`config.mk`:
```
export PLATFORM = sky130hd
export DESIGN_NAME = nibble_serial_adder
export DESIGN_NICKNAME = d
export VERILOG_FILES = /design/src/rtl/nibble_serial_adder.sv
export SDC_FILE = /design/constraint.sdc
export NUM_CORES = 1
export LEC_CHECK = 0
export ABC_AREA = 0
export CORE_ASPECT_RATIO = 1.25
export CORE_UTILIZATION = 45
export CTS_CLUSTER_DIAMETER = 40
export DETAILED_ROUTE_END_ITERATION = 10
export DONT_BUFFER_PORTS = 1
export MAX_ROUTING_LAYER = met4
export PLACE_DENSITY = 0.68
export RECOVER_POWER = 100
export REMOVE_ABC_BUFFERS = 1
export SETUP_SLACK_MARGIN = 0.1
export SYNTH_ARGS = -nofsm -noshare
export SYNTH_HDL_FRONTEND = slang
export SYNTH_HIERARCHICAL = 1
export SYNTH_SLANG_ARGS = --single-unit
```
`constraint.sdc`:
```
create_clock -name clk -period 8 [get_ports clk]
set_clock_uncertainty 0.15 [all_clocks]
set_input_delay 1.2 -clock clk [delete_from_list [all_inputs] [get_ports clk]]
set_output_delay 1.2 -clock clk [all_outputs]
set_load 0.01 [all_outputs]
```
`src/rtl/nibble_serial_adder.sv`:
```
// Serial wide-operand adder: feeds one 4-bit prefix adder a nibble per clock,
// LSB-first, recirculating the carry, and returns a WIDTH-bit sum plus carry out.

// 4-bit prefix adder: generate/propagate pairs combined in a two-level tree.
module adder (
  input  logic [3:0] a,
  input  logic [3:0] b,
  input  logic       cin,
  output logic [3:0] sum,
  output logic       cout
);

  logic [3:0] g;
  logic [3:0] p;
  logic       g10;
  logic       p10;
  logic       g32;
  logic       p32;
  logic       c1;
  logic       c2;
  logic       c3;

  assign g   = a & b;
  assign p   = a ^ b;

  assign g10 = g[1] | (p[1] & g[0]);
  assign p10 = p[1] & p[0];
  assign g32 = g[3] | (p[3] & g[2]);
  assign p32 = p[3] & p[2];

  assign c1   = g[0] | (p[0] & cin);
  assign c2   = g10  | (p10  & cin);
  assign c3   = g[2] | (p[2] & c2);
  assign cout = g32  | (p32  & c2);

  assign sum  = p ^ {c3, c2, c1, cin};

endmodule

module nibble_serial_adder #(
  parameter int unsigned WIDTH = 16
) (
  input  logic             clk,
  input  logic             rst_n,
  input  logic             in_valid,
  output logic             in_ready,
  input  logic [WIDTH-1:0] a,
  input  logic [WIDTH-1:0] b,
  input  logic             cin,
  output logic             out_valid,
  input  logic             out_ready,
  output logic [WIDTH-1:0] sum,
  output logic             cout,
  output logic             busy
);

  localparam int unsigned N     = WIDTH / 4;
  localparam int unsigned IDX_W = (N > 1) ? $clog2(N) : 1;

  typedef enum logic [1:0] {
    IDLE = 2'd0,
    RUN  = 2'd1,
    DONE = 2'd2
  } state_t;

  state_t             state_q;
  state_t             state_d;

  logic [WIDTH-1:0]   a_q;
  logic [WIDTH-1:0]   b_q;
  logic               carry_q;
  logic [IDX_W-1:0]   idx_q;
  logic [WIDTH-1:0]   sum_q;
  logic               cout_q;

  logic [3:0]         a_nib;
  logic [3:0]         b_nib;
  logic [3:0]         add_sum;
  logic               add_cout;
  logic               idx_last;
  logic               accept;
  logic               step;

  assign idx_last = (idx_q == IDX_W'(N - 1));
  assign accept   = (state_q == IDLE) && in_valid;
  assign step     = (state_q == RUN);

  // Select the operand nibbles addressed by the step index.
  always_comb begin
    a_nib = '0;
    b_nib = '0;
    for (int unsigned i = 0; i < N; i++) begin
      if (idx_q == IDX_W'(i)) begin
        a_nib = a_q[4*i +: 4];
        b_nib = b_q[4*i +: 4];
      end
    end
  end

  adder u_adder (
    .a    (a_nib),
    .b    (b_nib),
    .cin  (carry_q),
    .sum  (add_sum),
    .cout (add_cout)
  );

  // State register.
  always_ff @(posedge clk or negedge rst_n) begin
    if (!rst_n) begin
      state_q <= IDLE;
    end else begin
      state_q <= state_d;
    end
  end

  // Next-state logic.
  always_comb begin
    state_d = state_q;
    unique case (state_q)
      IDLE:    if (in_valid)  state_d = RUN;
      RUN:     if (idx_last)  state_d = DONE;
      DONE:    if (out_ready) state_d = IDLE;
      default:                state_d = IDLE;
    endcase
  end

  // Handshake and status outputs decoded from the state register only.
  always_comb begin
    in_ready  = 1'b0;
    out_valid = 1'b0;
    busy      = 1'b0;
    unique case (state_q)
      IDLE:    in_ready  = 1'b1;
      RUN:     busy      = 1'b1;
      DONE:    out_valid = 1'b1;
      default: in_ready  = 1'b0;
    endcase
  end

  // Operand latch, nibble stepping, carry recirculation and sum collection.
  always_ff @(posedge clk or negedge rst_n) begin
    if (!rst_n) begin
      a_q     <= '0;
      b_q     <= '0;
      carry_q <= 1'b0;
      idx_q   <= '0;
      sum_q   <= '0;
      cout_q  <= 1'b0;
    end else if (accept) begin
      a_q     <= a;
      b_q     <= b;
      carry_q <= cin;
      idx_q   <= '0;
      sum_q   <= '0;
    end else if (step) begin
      carry_q <= add_cout;
      for (int unsigned i = 0; i < N; i++) begin
        if (idx_q == IDX_W'(i)) begin
          sum_q[4*i +: 4] <= add_sum;
        end
      end
      if (idx_last) begin
        idx_q  <= '0;
        cout_q <= add_cout;
      end else begin
        idx_q  <= idx_q + IDX_W'(1);
      end
    end
  end

  assign sum  = sum_q;
  assign cout = cout_q;

endmodule

```
==> metrics list <==
- During I/O placement, the number of pins put on the boundary was 57.
- Status: finished with violations
* Final cell area excluding filler cells: 2730 um^2
- Fin crit share: 0.395
* Critical setup path kind: input port to register
* Fill count: 551
- Sequential share of the synthesized area: 0.494
* GP Congestion: 0.813
* Non-filler cells in the finished layout: 297
- For this run, the detailed router's first-pass iteration total came to 4.
- STA classifies the critical path endpoint as a register.
- Worst hold path depth: 1
* Maximum resistive drop on vdd: 242 uV
- Post-CTS repair changed the size of 0 cells.
* Area of the die: 6400 um^2
- Placed standard-cell area: 2750 um^2
* Num CTS Buffers: 5
- Signal arrival time at the worst endpoint: 3200 ps
- Final max-slew violation count: 38
* Violated checks: capacitance limit, slew limit
- Summed over all cells, the static leakage comes to 1.17 nW.
- Yosys printed 6 warnings.
* Insertion delay of the later-clocked pin in the worst-skew pair: 300 ps
- CTS max path bufs: 2
* Number of nets in the final layout: 277
- Data required time at the worst endpoint: 8040 ps
- The top cell types in the final layout, fill and taps aside, are sky130_fd_sc_hd__dfrtp_1, sky130_fd_sc_hd__nand2_1, sky130_fd_sc_hd__mux2_1, sky130_fd_sc_hd__o211ai_1.
- Count of port buffers added during placement: 0
- Power spread over the standard cell area amounts to 496 nW/um^2.
- Setup repair after global routing left no endpoint under its margin.
* Die width: 71.8 um
* Effective utilization at floorplan: 0.471
- Along the worst path, the maximum fanout reaches 37.
* Detailed router's first-iteration violation count: 71
- After layout, the minimum clock period comes to 3160 ps.
- Headroom to the max-slew limit: -0.274
* R2r worst-path depth: 11
- Total Neg Setup Slack: 0 ps
- Detailed-route via count: 1693
* Die Span Y: 89.2 um
- Pin count of the biggest net entering global routing: 55
- Total routing resource utilization after global routing: 0.179
- The clock tree synthesis step divided the H-tree into 2 levels.
- Across the run, the number of max-cap violations was 1.
- Overflow after GRT: 0
* Clock Pin Slew Worst Setup and Hold Paths: 90 ps
- The tree is rooted in a sky130_fd_sc_hd__clkbuf_8.
- Utilization of the core after routing: 0.469
* Clock tree from TritonCTS: yes
- Critical Path Source Type: input port
* Detailed placement HPWL: 3.76 mm
- On the critical path, the stage with the largest delay is an instance of sky130_fd_sc_hd__clkbuf_1.
- Counting every instance in the synthesized netlist gives 230.
- In this run the cell area of the synthesized design comes to 2740 um^2.
- Flops & latches, synth: 54
- Overall power: 1.36 mW
- Setup violations remaining at the end of the flow were counted as 0.
* Transition time at the pin with the least slew margin: 1910 ps
- Number of global-route vias before repair: 1756
- Hold Violations, Final: 0
- Core area: 5820 um^2
- Count of hold-fix buffers inserted at cts: 0
- Placement row count: 31
- Routed wirelength normalized by instance count: 17.3 um
- In this run the remaining antenna-violating nets after routing total 0.
- The clock net in this run drives a total of 54 sinks.
- The first global-routing pass estimated 8.56 mm of wire.
* Area delta synth->final: -0.229%
* Maximum operating frequency: 0.316 GHz
- In this design, the stage delay of the slowest critical-path cell is 1390 ps.
* Commonest non-fill, non-tap cell in the layout: sky130_fd_sc_hd__dfrtp_1
- For this run, design rule violations remaining after detail routing come to 0.
- Buffers added to address setup during post-CTS repair amount to 0.
- Averaged over all synthesized cells, the footprint is 11.9 um^2.
- Number of library cell types mapped by synthesis: 35
- The number of antenna diodes in the final layout is 0.
* Crit path cell chain: nor3b_1 > clkbuf_1 > mux2_2
* HP Class: register to register
- DR vias/cell: 5.70
* Post-Route WL: 5.15 mm
* Number of antenna violations at the first check in global routing: 0
- Of the cells placed in the final design, the portion with a size suffix greater than 1 is 0.0823.
- Total placed cells including tap cells: 289
cells by family (layout without fill, tap and decap cells):
family	count (synthesis)	after routing	synth area share
muxes	33	33	0.170
xor gates and xnor gates	2	2	0.00640
adders and majority gates	10	10	0.0512
buffers and inverters	17	18	0.0416
AOI/OAI and AO/OA	45	45	0.115
and+or+nand+nor	69	69	0.122
DFF	54	54	0.494
metrics by stage:
step | hold WS [ps] | setup slack, ps
floorplan | 331 | 4120
global placement | 343 | 4940
detailed placement | 348 | 4900
CTS | 372 | 4880
global route | 369 | 4550
finish | 347 | 4840
worst max-delay path, delay by kind of cell:
kind / cells / cell delay [ps]
buf+inv: 1 / 1390
simple gates: 1 / 150
mux: 1 / 440
power by group:
part,leakage [nW],switching (mW),internal (mW)
registers,0.662,0.105,0.401
logic,0.459,0.407,0.287
clock network,0.0472,0.0861,0.0697
total,1.17,0.598,0.758
synthesized netlist by cell type, drive strengths merged:
cell type  count  area [um^2]
a21o           2         15.0
a21oi          5         28.8
a22oi          4         30.0
a31o           1         8.76
a31oi          5         31.3
and2b          4         30.0
buf            6         72.6
clkbuf         2         7.51
clkinv         1         3.75
dfrtp         54         1350
fa             2         40.0
ha             8          100
inv            8         30.0
mux2          33          465
nand2         46          175
nand2b         7         51.3
nand3          2         10.0
nand3b         5         37.5
nor2           3         11.3
nor2b          1         6.26
nor3b          1         12.5
o211ai        16          120
o21ai          2         10.0
o21bai         1         11.3
o22ai          7         43.8
o2bb2ai        1         8.76
o31ai          1         7.51
xnor2          1         8.76
xor2           1         8.76
area by class of cell:
class,count,area (um^2),share of cell area
Tap cell,66,82.6,0.0302
Clock buffer,6,82.6,0.0302
Clock inverter,2,12.5,0.00458
Inverter,9,33.8,0.0124
Multi-Input combinational cell,159,1160,0.426
Timing Repair Buffer,1,3.75,0.00137
Sequential cell,54,1350,0.495
registers in the layout, indices dropped and copies added, names as in the netlist:
signal	cells
cout	1
a_q	16
sum	16
idx_q	2
state_q	2
b_q	16
carry_q	1
metal layers:
metal,global-route usage,part of all wire
met1,0.224,0.45
met2,0.292,0.48
met3,0.0474,0.057
met5,-,0
met4,0.0428,0.0085
worst paths after layout:
check / from / endpoint / slack [ps]
setup / recovery: in_valid / b_q[2] / 4840
hold / removal: b_q[6] / b_q[6] / 350
setup reg to reg: idx_q[0] / sum[15] / 4880
hold reg to reg: b_q[6] / b_q[6] / 350
max in group asynchronous: rst_n / a_q[8] / 7170
min in group asynchronous: rst_n / sum[5] / 430
Power figures use the tool's default switching activity.
